$ cat src/rtl/cache_pkg.sv
// Shared types and address-field helpers for the cache_level hierarchy block.
package cache_pkg;

  typedef enum logic [2:0] {
    IDLE,
    LOOKUP,
    FILL_REQ,
    FILL_GAP,
    COMPLETE,
    WAIT_DROP
  } state_t;

  // Bits needed to index n items; a single item needs no field at all.
  function automatic int unsigned field_w(input int unsigned n);
    return (n > 1) ? $clog2(n) : 0;
  endfunction

  // Physical vector width for a field that may be zero bits wide.
  function automatic int unsigned vec_w(input int unsigned w);
    return (w > 0) ? w : 1;
  endfunction

  function automatic logic [31:0] addr_offset(input logic [31:0] a, input int unsigned wpb);
    return a & (wpb - 1);
  endfunction

  function automatic logic [31:0] addr_index(input logic [31:0] a, input int unsigned wpb,
                                             input int unsigned sets);
    return (a >> field_w(wpb)) & (sets - 1);
  endfunction

  function automatic logic [31:0] addr_tag(input logic [31:0] a, input int unsigned wpb,
                                           input int unsigned sets);
    return a >> (field_w(wpb) + field_w(sets));
  endfunction

endpackage

$ cat src/rtl/cache_level_array.sv
// Valid/tag/data storage for one cache level: combinational read of all ways
// of a set, single write port; only the valid bits are reset.
module cache_level_array
  import cache_pkg::*;
#(
  parameter  int unsigned DATA_W          = 32,
  parameter  int unsigned TAG_W           = 13,
  parameter  int unsigned WORDS_PER_BLOCK = 2,
  parameter  int unsigned SETS            = 4,
  parameter  int unsigned WAYS            = 2,
  localparam int unsigned IDX_WS          = vec_w(field_w(SETS)),
  localparam int unsigned WAY_WS          = vec_w(field_w(WAYS)),
  localparam int unsigned OFF_WS          = vec_w(field_w(WORDS_PER_BLOCK))
) (
  input  logic                                          clock,
  input  logic                                          reset,
  input  logic [IDX_WS-1:0]                             rd_index,
  output logic [WAYS-1:0]                               rd_valid,
  output logic [WAYS-1:0][TAG_W-1:0]                    rd_tag,
  output logic [WAYS-1:0][WORDS_PER_BLOCK-1:0][DATA_W-1:0] rd_data,
  input  logic [IDX_WS-1:0]                             wr_index,
  input  logic [WAY_WS-1:0]                             wr_way,
  input  logic [OFF_WS-1:0]                             wr_word,
  input  logic                                          data_we,
  input  logic [DATA_W-1:0]                             wr_data,
  input  logic                                          tag_we,
  input  logic [TAG_W-1:0]                              wr_tag,
  input  logic                                          vld_we,
  input  logic                                          vld_val
);

  logic [SETS-1:0][WAYS-1:0] valid_q, valid_d;
  logic [WAYS-1:0][TAG_W-1:0] tag_q [SETS];
  logic [WAYS-1:0][TAG_W-1:0] tag_d [SETS];
  logic [WAYS-1:0][WORDS_PER_BLOCK-1:0][DATA_W-1:0] data_q [SETS];
  logic [WAYS-1:0][WORDS_PER_BLOCK-1:0][DATA_W-1:0] data_d [SETS];

  always_comb begin
    valid_d = valid_q;
    tag_d   = tag_q;
    data_d  = data_q;
    if (vld_we)  valid_d[wr_index][wr_way]        = vld_val;
    if (tag_we)  tag_d[wr_index][wr_way]          = wr_tag;
    if (data_we) data_d[wr_index][wr_way][wr_word] = wr_data;
  end

  always_ff @(posedge clock or negedge reset) begin
    if (!reset) valid_q <= '0;
    else        valid_q <= valid_d;
  end

  always_ff @(posedge clock) begin
    tag_q  <= tag_d;
    data_q <= data_d;
  end

  assign rd_valid = valid_q[rd_index];
  assign rd_tag   = tag_q[rd_index];
  assign rd_data  = data_q[rd_index];

endmodule

$ cat src/rtl/cache_level.sv
// One level of the cache hierarchy: set-associative, FIFO-replacement, read-only.
// Define CACHE_LEVEL_STATS_EN to add saturating hitCount/missCount outputs.
module cache_level
  import cache_pkg::*;
#(
  parameter int unsigned ADDR_W          = 16,
  parameter int unsigned DATA_W          = 32,
  parameter int unsigned WORDS_PER_BLOCK = 2,
  parameter int unsigned SETS            = 4,
  parameter int unsigned WAYS            = 2,
  parameter int unsigned HIT_DELAY       = 1
) (
  input  logic              clock,
  input  logic              reset,
  input  logic [ADDR_W-1:0] addr,
  input  logic              enable,
  output logic              requestComplete,
  output logic [DATA_W-1:0] dataOut,
  output logic [ADDR_W-1:0] mem_addr,
  output logic              mem_enable,
  input  logic              mem_requestComplete,
  input  logic [DATA_W-1:0] mem_dataIn
`ifdef CACHE_LEVEL_STATS_EN
  ,
  output logic [31:0]       hitCount,
  output logic [31:0]       missCount
`endif
);

  localparam int unsigned OFF_W  = field_w(WORDS_PER_BLOCK);
  localparam int unsigned IDX_W  = field_w(SETS);
  localparam int unsigned TAG_W  = ADDR_W - OFF_W - IDX_W;
  localparam int unsigned OFF_WS = vec_w(OFF_W);
  localparam int unsigned IDX_WS = vec_w(IDX_W);
  localparam int unsigned WAY_WS = vec_w(field_w(WAYS));
  localparam int unsigned CNT_W  = vec_w(field_w(HIT_DELAY));

  state_t                          state_q, state_d;
  logic [ADDR_W-1:0]               req_addr_q, req_addr_d;
  logic [CNT_W-1:0]                cnt_q, cnt_d;
  logic [OFF_WS-1:0]               word_q, word_d;
  logic [WAY_WS-1:0]               way_q, way_d;
  logic [SETS-1:0][WAY_WS-1:0]     fifo_ptr_q, fifo_ptr_d;
  logic [DATA_W-1:0]               dout_q, dout_d;

  logic [OFF_WS-1:0]               req_off;
  logic [IDX_WS-1:0]               req_idx;
  logic [TAG_W-1:0]                req_tag;

  logic [WAYS-1:0]                 rd_valid;
  logic [WAYS-1:0][TAG_W-1:0]      rd_tag;
  logic [WAYS-1:0][WORDS_PER_BLOCK-1:0][DATA_W-1:0] rd_data;

  logic                            hit;
  logic [WAY_WS-1:0]               hit_way;
  logic [WAY_WS-1:0]               wr_way;
  logic                            data_we, tag_we, vld_we, vld_val;

  assign req_off = OFF_WS'(addr_offset(32'(req_addr_q), WORDS_PER_BLOCK));
  assign req_idx = IDX_WS'(addr_index(32'(req_addr_q), WORDS_PER_BLOCK, SETS));
  assign req_tag = TAG_W'(addr_tag(32'(req_addr_q), WORDS_PER_BLOCK, SETS));

  cache_level_array #(
    .DATA_W          (DATA_W),
    .TAG_W           (TAG_W),
    .WORDS_PER_BLOCK (WORDS_PER_BLOCK),
    .SETS            (SETS),
    .WAYS            (WAYS)
  ) u_array (
    .clock    (clock),
    .reset    (reset),
    .rd_index (req_idx),
    .rd_valid (rd_valid),
    .rd_tag   (rd_tag),
    .rd_data  (rd_data),
    .wr_index (req_idx),
    .wr_way   (wr_way),
    .wr_word  (word_q),
    .data_we  (data_we),
    .wr_data  (mem_dataIn),
    .tag_we   (tag_we),
    .wr_tag   (req_tag),
    .vld_we   (vld_we),
    .vld_val  (vld_val)
  );

  always_comb begin
    hit     = 1'b0;
    hit_way = '0;
    for (int unsigned w = 0; w < WAYS; w++) begin
      if (rd_valid[w] && (rd_tag[w] == req_tag)) begin
        hit     = 1'b1;
        hit_way = WAY_WS'(w);
      end
    end
  end

  always_comb begin
    state_d    = state_q;
    req_addr_d = req_addr_q;
    cnt_d      = cnt_q;
    word_d     = word_q;
    way_d      = way_q;
    fifo_ptr_d = fifo_ptr_q;
    dout_d     = dout_q;
    wr_way     = way_q;
    data_we    = 1'b0;
    tag_we     = 1'b0;
    vld_we     = 1'b0;
    vld_val    = 1'b0;
    case (state_q)
      IDLE: begin
        if (enable) begin
          req_addr_d = addr;
          cnt_d      = CNT_W'(HIT_DELAY - 1);
          state_d    = LOOKUP;
        end
      end
      LOOKUP: begin
        if (cnt_q != '0) begin
          cnt_d = cnt_q - 1'b1;
        end else if (hit) begin
          way_d   = hit_way;
          dout_d  = rd_data[hit_way][req_off];
          state_d = COMPLETE;
        end else begin
          // Victim is invalidated up front so an abandoned fill never leaves a stale block.
          way_d   = fifo_ptr_q[req_idx];
          wr_way  = fifo_ptr_q[req_idx];
          vld_we  = 1'b1;
          word_d  = '0;
          state_d = FILL_REQ;
        end
      end
      FILL_REQ: begin
        if (mem_requestComplete) begin
          data_we = 1'b1;
          state_d = FILL_GAP;
        end
      end
      FILL_GAP: begin
        if (word_q == OFF_WS'(WORDS_PER_BLOCK - 1)) begin
          vld_we  = 1'b1;
          vld_val = 1'b1;
          tag_we  = 1'b1;
          fifo_ptr_d[req_idx] = (fifo_ptr_q[req_idx] == WAY_WS'(WAYS - 1)) ?
                                '0 : fifo_ptr_q[req_idx] + 1'b1;
          dout_d  = rd_data[way_q][req_off];
          state_d = COMPLETE;
        end else begin
          word_d  = word_q + 1'b1;
          state_d = FILL_REQ;
        end
      end
      COMPLETE:  state_d = WAIT_DROP;
      WAIT_DROP: if (!enable) state_d = IDLE;
      default:   state_d = IDLE;
    endcase
  end

  always_ff @(posedge clock or negedge reset) begin
    if (!reset) begin
      state_q    <= IDLE;
      req_addr_q <= '0;
      cnt_q      <= '0;
      word_q     <= '0;
      way_q      <= '0;
      fifo_ptr_q <= '0;
      dout_q     <= '0;
    end else begin
      state_q    <= state_d;
      req_addr_q <= req_addr_d;
      cnt_q      <= cnt_d;
      word_q     <= word_d;
      way_q      <= way_d;
      fifo_ptr_q <= fifo_ptr_d;
      dout_q     <= dout_d;
    end
  end

  assign requestComplete = (state_q == COMPLETE);
  assign dataOut         = dout_q;
  assign mem_enable      = (state_q == FILL_REQ);
  assign mem_addr        = mem_enable ?
                           ((req_addr_q & ~ADDR_W'(WORDS_PER_BLOCK - 1)) | ADDR_W'(word_q)) : '0;

`ifdef CACHE_LEVEL_STATS_EN
  logic        resolve, hit_evt, miss_evt;
  logic [31:0] hit_cnt_q, hit_cnt_d, miss_cnt_q, miss_cnt_d;

  assign resolve  = (state_q == LOOKUP) && (cnt_q == '0);
  assign hit_evt  = resolve && hit;
  assign miss_evt = resolve && !hit;

  always_comb begin
    hit_cnt_d  = hit_cnt_q;
    miss_cnt_d = miss_cnt_q;
    if (hit_evt && (hit_cnt_q != '1))   hit_cnt_d  = hit_cnt_q + 32'd1;
    if (miss_evt && (miss_cnt_q != '1)) miss_cnt_d = miss_cnt_q + 32'd1;
  end

  always_ff @(posedge clock or negedge reset) begin
    if (!reset) begin
      hit_cnt_q  <= '0;
      miss_cnt_q <= '0;
    end else begin
      hit_cnt_q  <= hit_cnt_d;
      miss_cnt_q <= miss_cnt_d;
    end
  end

  assign hitCount  = hit_cnt_q;
  assign missCount = miss_cnt_q;
`endif

endmodule

$ cat config.mk
export PLATFORM = sky130hd
export DESIGN_NAME = cache_level
export DESIGN_NICKNAME = d
export VERILOG_FILES = /design/src/rtl/cache_pkg.sv /design/src/rtl/cache_level_array.sv /design/src/rtl/cache_level.sv
export SDC_FILE = /design/constraint.sdc
export NUM_CORES = 1
export LEC_CHECK = 0
export CORE_ASPECT_RATIO = 0.75
export CORE_MARGIN = 4
export CORE_UTILIZATION = 37
export CTS_CLUSTER_SIZE = 16
export DETAILED_ROUTE_END_ITERATION = 8
export DONT_BUFFER_PORTS = 1
export GPL_ROUTABILITY_DRIVEN = 0
export GPL_TIMING_DRIVEN = 0
export PLACE_DENSITY = 0.54
export SLEW_MARGIN = 25
export SYNTH_ARGS = -nofsm -noshare
export SYNTH_HDL_FRONTEND = slang
export SYNTH_SLANG_ARGS = --single-unit
$ cat constraint.sdc
create_clock -name clock -period 5.9 [get_ports clock]
set_input_delay 0.885 -clock clock [delete_from_list [all_inputs] [get_ports clock]]
set_output_delay 0.885 -clock clock [all_outputs]
set_load 0.005 [all_outputs]
==> results.md, run 1 <==
- Status: completed
- Combinational group share of total power: a little under a third
- Area of the core: 73490 um2
- Post-route DRC: 0
- Worst VDD drop: 0.0002755 V
- Critical Path Start Type: register
- Final setup margin: 0.7613 ns
- Vias/cell: about 5.6
- Vias in the first global route: 14220
- Post-synthesis async set-or-reset flop share: a little under a tenth
- Worst Setup Path Type: register to register
- H-tree levels: 3
- Sw Share: about a third
- Total clock buffers created by CTS: 72
- Netlist Area Pre-Place: 27440 um2
- Synth Flop Type: edfxtp_1
- Period utilization: a little under 90%
- Grt ovf: 0
- Max Cap Violations: 0
- Routed WL per cell: ~28 um
- Vias: around 14000
- Mapped Cells: 1329
- Post-synthesis sequential area ratio: 73.35%
- Most frequent cells in the layout: edfxtp_1, mux4_2, buf_4, mux2i_1, clkbuf_16
- Most frequent CP cell: buf_2
- Row cnt: 86
- Postcts setup bufs: 0
- Tmin final: a little over 5 ns
- Layout cells sized above 1: 30.42%
- Area after DPL: 29550 um2
- Worst Hold Class: primary input to async pin
- CTS Sinks: 681
- WL final: about 72000 um
- CP max FO: 10
- Internal power: roughly 0.011 W
- DP Cell Count: 2394
- Crit path buf inv count: 9
- Worst Skew: roughly 0.023 ns
- Sequential share of power: 39.9%
- First-pass GRT wire length: 104000 um
- Worst-path clk slew: 0.06 ns
- NumNets Final: between 1500 and 2000
- Largest net degree at the start of global routing: 66
- Register bit count reported by yosys: 681
- Syn-to-layout area delta: 16.17%
- Commonest non-fill, non-tap cell in the layout: edfxtp_1
- Clock Path Buffers: 3
- CP endpoint kind: register
- IO Count: roughly 100
- Final Max Tran Viols: 0
- Fin area: 31870 um2
- Worst relative slew slack: between 20% and 30%
- FMAX: 194.6 MHz
- Worst path required time: 6.20 ns
- Initial antenna violation count: 0
- Crit path DAT: 5.44 ns
- FILL cells: 6315
- Initial DRC Count: 1400
- RSZ-0062 raised after global routing: no
- Stages on worst setup path: 12
- Post-synth cell types: 44
- Part of the power in the clock network: 28.8%
- Worst R2R Start: req_addr_q[2]$_DFFE_PN0P_
- Largest delay share family, worst path: buffers and inverters
- Worst slew pin tran: 1.062 ns
- Hold buffer count at CTS: 1
- Psw: 0.004962 W
- Max incr delay on CP: 0.63 ns
- Worst R2R Setup Slack: about 0.76 ns
- Die Height: 243.8 um
- FF+latch area: 20120 um2
- Synth warn: 0
- Dpl hpwl: 48260 um
- Final hold violations: 0
- Routed Antenna Nets: 0
- Leakage power: 10.22 nW
- Clk Tree Root Cell: clkbuf_16
- Post-CTS sizing: 0
- Crit-path slowest cell: buf_1
- GRT Total Usage: 18.46%
- Initial Utilization: 37.33%
- Antenna diode count: 0
- R2R cell count: 12
- Avg Cell Area, Syn: 20.64 um2
- Power Density: 486.7 nW/um2
- Port Buffer Count: 0
- Post-synth EDFFs: roughly 620
- Endpoints failing setup: 0
- Final Non-Filler Cells: 2526
- Worst r2r dst: u_array.data_q[439]$_DFFE_PP_
- Initial DRT Pass Iterations: 5
- Clk_lat worst skew: 0.61 ns
- CP cell instances: buf_2, buf_4, buf_2, buf_1, buf_2, buf_2, mux4_2, mux2_2, buf_2, nor3_2, buf_4, buf_4
- Area of the multi-input gates: about 7000 um2
- Die ar.: 78620 um2
- CTS tree: yes
- Post-Place Worst Slack: 0.6890 ns
- Die W: 322.4 um
- Synth Net Count: 1381
state kept, by name (all words and copies together) (netlist names):
register         count
dataOut             32
fifo_ptr_q           4
req_addr_q          16
state_q              3
u_array.data_q     512
u_array.tag_q      104
u_array.valid_q      8
way_q                1
word_q               1
per-stage QoR:
| stage | total power, W | TNS (ns) | hold slack, ns | util [%] |
|---|---|---|---|---|
| after floorplan | 0.009520 | 0 | 0.4445 | - |
| after CTS | 0.01567 | 0 | 0.1742 | 43.36 |
| after global routing | 0.01623 | 0 | 0.1491 | 43.37 |
| final | 0.01551 | 0 | 0.1281 | 43.37 |
| after global placement | 0.01101 | -1833.11 | 0.4645 | 38.98 |
| after detailed placement | 0.01117 | 0 | 0.4804 | 40.21 |
metal layers:
metal | vias to the layer above | track usage (%) | wire length (um)
li1 | 5891 | - | -
met1 | 7585 | 26.94 | 32010
met2 | 517 | 27.63 | 32550
met3 | 105 | 4.991 | 5736
met4 | 0 | 4.561 | 1577
met5 | - | 0 | 0
power groups by stage:
| stage | Clock, W | Sequential, W | Combinational, W |
|---|---|---|---|
| floorplan | 0 | 0.00609 | 0.00343 |
| global placement | 0 | 0.00631 | 0.00469 |
| detailed placement | 0 | 0.00630 | 0.00487 |
| CTS | 0.00457 | 0.00621 | 0.00490 |
| global route | 0.00477 | 0.00625 | 0.00521 |
| finish | 0.00447 | 0.00619 | 0.00485 |
kinds of logic after synthesis:
logic type | after synthesis | synth area share (%)
compound gates | 103 | 2.800
xor+xnor | 29 | 0.9258
fa+ha+maj | 1 | 0.03648
buf+inv | 85 | 1.582
flops | 681 | 73.35
mux | 276 | 18.53
simple gates | 154 | 2.773
how the worst max path moves through the flow:
| stage | start | end |
|---|---|---|
| global placement | req_addr_q[2]$_DFFE_PN0P_ | u_array.data_q[144]$_DFFE_PP_ |
| CTS | req_addr_q[2]$_DFFE_PN0P_ | u_array.data_q[494]$_DFFE_PP_ |
| floorplan | req_addr_q[1]$_DFFE_PN0P_ | u_array.data_q[416]$_DFFE_PP_ |
| global route | req_addr_q[2]$_DFFE_PN0P_ | u_array.data_q[438]$_DFFE_PP_ |
| detailed placement | req_addr_q[2]$_DFFE_PN0P_ | u_array.data_q[495]$_DFFE_PP_ |
| finish | req_addr_q[2]$_DFFE_PN0P_ | u_array.data_q[439]$_DFFE_PP_ |
Yosys cell counts, types with 6 or more instances:
master / instances / share of area [%]
edfxtp_1: 616 / 67
mux4_2: 184 / 15
mux2i_1: 76 / 2.8
dfrtp_1: 65 / 5.9
nor3_1: 50 / 0.91
nor2_1: 49 / 0.67
clkbuf_1: 38 / 0.52
a22o_1: 33 / 1.1
a22oi_1: 31 / 0.85
buf_2: 26 / 0.47
xnor2_1: 26 / 0.83
mux2_2: 16 / 0.66
nand2_1: 16 / 0.22
and2_1: 15 / 0.34
o21ai_0: 14 / 0.26
a21oi_1: 11 / 0.20
buf_6: 9 / 0.37
inv_1: 6 / 0.082
cell type report:
| cell class | instances | share of cell area (%) |
|---|---|---|
| Sequential cell | 681 | 63.14 |
| Clock inverter | 40 | 1.213 |
| Multi-Input combinational cell | 563 | 21.94 |
| Buffer | 79 | 1.307 |
| Timing Repair Buffer | 98 | 2.552 |
| Tap cell | 968 | 3.800 |
| Inverter | 6 | 0.07066 |
| Clock buffer | 91 | 5.975 |
No activity file was read; power rests on OpenSTA's default activity.
==> run 2, diff against run 1 <==
--- a/config.mk
+++ b/config.mk
@@ -5,15 +5,14 @@
 export SDC_FILE = /design/constraint.sdc
 export NUM_CORES = 1
 export LEC_CHECK = 0
-export CORE_ASPECT_RATIO = 0.75
 export CORE_MARGIN = 4
 export CORE_UTILIZATION = 37
 export CTS_CLUSTER_SIZE = 16
 export DETAILED_ROUTE_END_ITERATION = 8
-export DONT_BUFFER_PORTS = 1
 export GPL_ROUTABILITY_DRIVEN = 0
 export GPL_TIMING_DRIVEN = 0
-export PLACE_DENSITY = 0.54
+export HOLD_SLACK_MARGIN = 0.06
+export PLACE_DENSITY = 0.56
 export SLEW_MARGIN = 25
 export SYNTH_ARGS = -nofsm -noshare
 export SYNTH_HDL_FRONTEND = slang
==> run 2 against run 1 <==
Clock skew is 0.0068 ns higher. Worst hold slack worse by 0.023 ns. Maximum frequency is 0.19% higher. Combinational power is 7.2% higher. Total power is 2.7% higher. First-iteration DRC count is 4.6% higher. Cell count is 3.6% higher. Wire length is 2.3% lower. Critical path depth is 1 higher. Core utilization is 1.6 points higher. Clock-buffer cell count is 6 higher. Critical path type unchanged.
==> results.md, run 2 (synthesis results as in run 1) <==
- Critical Path Start Type: register
- CP max FO: 10 (unchanged)
- Die W: 280.3 um (-13%)
- Max incr delay on CP: 0.57 ns (-0.06 ns)
- Worst-path clk slew: 0.06 ns (about the same)
- Clock Path Buffers: 3 (unchanged)
- FMAX: 195.0 MHz (+0.19%)
- GRT Total Usage: 18.00% (-0.46 points)
- Worst Hold Class: primary input to async pin
- Tmin final: 5.129 ns (-0.009875 ns)
- Vias in the first global route: 14730 (+3.5%)
- Worst Setup Path Type: register to register
- CP cell instances: buf_2, buf_4, buf_2, buf_1, buf_2, buf_2, mux4_2, mux2_2, buf_2, nor3_2, buf_4, buf_4, buf_4
- Post-CTS sizing: 0 (unchanged)
- Initial DRT Pass Iterations: 6 (+1)
- CP endpoint kind: register
- FILL cells: 6206 (-1.7%)
- Final setup margin: 0.7712 ns (+0.009875 ns)
- Final hold violations: 0 (unchanged)
- Worst r2r dst: u_array.data_q[276]$_DFFE_PP_
- Total clock buffers created by CTS: 74 (+2.8%)
- Routed Antenna Nets: 0 (unchanged)
- Commonest non-fill, non-tap cell in the layout: edfxtp_1
- Post-route DRC: 0 (unchanged)
- Crit-path slowest cell: buf_1
- H-tree levels: 3 (unchanged)
- Endpoints failing setup: 0 (unchanged)
- First-pass GRT wire length: 102400 um (-1.5%)
- RSZ-0062 raised after global routing: no
- Leakage power: 10.61 nW (+3.7%)
- Clk_lat worst skew: 0.62 ns (about the same)
- Status: completed
- IO Count: 102 (unchanged)
- Routed WL per cell: 26.83 um (-5.7%)
- CTS Sinks: 681 (unchanged)
- NumNets Final: 1649 (+6.2%)
- Area of the core: 73210 um2 (-0.39%)
- Worst Skew: 0.03024 ns (+0.006774 ns)
- Worst path required time: 6.21 ns (about the same)
- CTS tree: yes
- Largest net degree at the start of global routing: 53 (-20%)
- Dpl hpwl: 47090 um (-2.4%)
- Power Density: 483.4 nW/um2 (-0.67%)
- Max Cap Violations: 0 (unchanged)
- Grt ovf: 0 (unchanged)
- Vias/cell: 5.499 (-1.5%)
- Die ar.: 78570 um2 (about the same)
- R2R cell count: 13 (+1)
- Die Height: 280.3 um (+15%)
- Initial DRC Count: 1464 (+4.6%)
- Post-Place Worst Slack: 0.7381 ns (+0.04917 ns)
- Initial antenna violation count: 5 (+5)
- Postcts setup bufs: 0 (unchanged)
- Most frequent CP cell: buf_2
- Hold buffer count at CTS: 0 (-1)
- Worst R2R Setup Slack: 0.77 ns (about the same)
- Sum Neg Setup Slack: 0 ns (unchanged)
- Worst VDD drop: 0.0002993 V (+8.6%)
- Worst R2R Start: req_addr_q[2]$_DFFE_PN0P_
- Largest Register: u_array.data_q
- Port Buffer Count: 101 (+101)
- Syn-to-layout area delta: 20.11%
- Layout cells sized above 1: 28.23% (-2.2 points)
- Final Max Tran Viols: 0 (unchanged)
- Worst relative slew slack: 27.02% (-2.2 points)
- Row cnt: 99 (+15%)
- DP Cell Count: 2480 (+3.6%)
- Period utilization: 86.93% (-0.17 points)
- Clk Tree Root Cell: clkbuf_16
- Crit path DAT: 5.44 ns (about the same)
- Initial Utilization: 37.48% (+0.15 points)
- Final Non-Filler Cells: 2616 (+3.6%)
- Vias: 14390 (+2.0%)
- Power Total: 0.01593 W (+2.7%)
- Worst slew pin tran: 1.095 ns (+0.03298 ns)
- WL final: 70190 um (-2.3%)
- Largest register FFs: 512 (unchanged)
- Most frequent cells in the layout: edfxtp_1, mux4_2, clkdlybuf4s50_1, mux2i_1, clkbuf_16
run 2: cell types whose count changed in the layout (fill, tap and decap cells not counted), moves of 2 or more:
cell and delta:
clkdlybuf4s50_1 +100, buf_4 -18, buf_6 +17, buf_8 -4
clkinv_2 -4, inv_6 -4, clkbuf_1 +3, diode_2 +3
clkbuf_16 +2
run 2: critical path: cells and delay by family (launching register included):
kind	cells	cell delay, ns
buffers and inverters	10	3.15
multiplexers	2	0.82
AND/OR/NAND/NOR	1	0.53
flip-flops	1	0.32
run 2: worst max-delay path by stage:
stage | start | to | slack (ns) | cells past startpoint
6_report | req_addr_q[2]$_DFFE_PN0P_ | u_array.data_q[276]$_DFFE_PP_ | 0.77 | 13
5_1_grt | req_addr_q[2]$_DFFE_PN0P_ | u_array.data_q[276]$_DFFE_PP_ | 0.57 | 13
4_1_cts | req_addr_q[2]$_DFFE_PN0P_ | u_array.data_q[276]$_DFFE_PP_ | 0.73 | 13
3_5_place_dp | req_addr_q[2]$_DFFE_PN0P_ | u_array.data_q[271]$_DFFE_PP_ | 0.74 | 13
3_3_place_gp | req_addr_q[2]$_DFFE_PN0P_ | u_array.data_q[432]$_DFFE_PP_ | -3.70 | 10
2_1_floorplan | req_addr_q[1]$_DFFE_PN0P_ | u_array.data_q[416]$_DFFE_PP_ | 0.61 | 11
run 2: report_power, final:
group / internal [W] / leakage (nW) / switching [W] / total, W
sequential: 0.00577 / 6.33 / 0.000398 / 0.00617
clock: 0.00269 / 1.16 / 0.00187 / 0.00456
combinational: 0.00246 / 3.11 / 0.00274 / 0.00520
total: 0.0109 / 10.6 / 0.00501 / 0.0159
run 2: area by class of cell:
type / count / area, um2 / share of cell area (%)
clock inverters: 36 / 405.4 / 1.230
multi-input cells: 563 / 6993 / 21.22
repair buffers: 192 / 1805 / 5.479
well taps: 959 / 1200 / 3.641
clock buffers: 97 / 1979 / 6.007
flip-flops and latches: 681 / 20120 / 61.07
diodes: 3 / 7.507 / 0.02278
plain buffers: 79 / 416.7 / 1.264
inverters: 6 / 22.52 / 0.06834
run 2: metrics by stage:
stage,instance area (um2),util (%),hold slack [ns]
after CTS,32940,45.00,0.07489
after detailed placement,30560,41.74,0.4817
after floorplan,27440,-,0.4445
final,32950,45.02,0.1052
after global routing,32950,45.01,0.08267
after global placement,29650,40.50,0.4655
run 2: metal layers:
layer / part of all wire (%) / track usage (%)
met2: 48 / 28.78
met4: 2.5 / 4.990
met5: 0.014 / 0
met1: 42 / 25.09
met3: 7.3 / 4.094
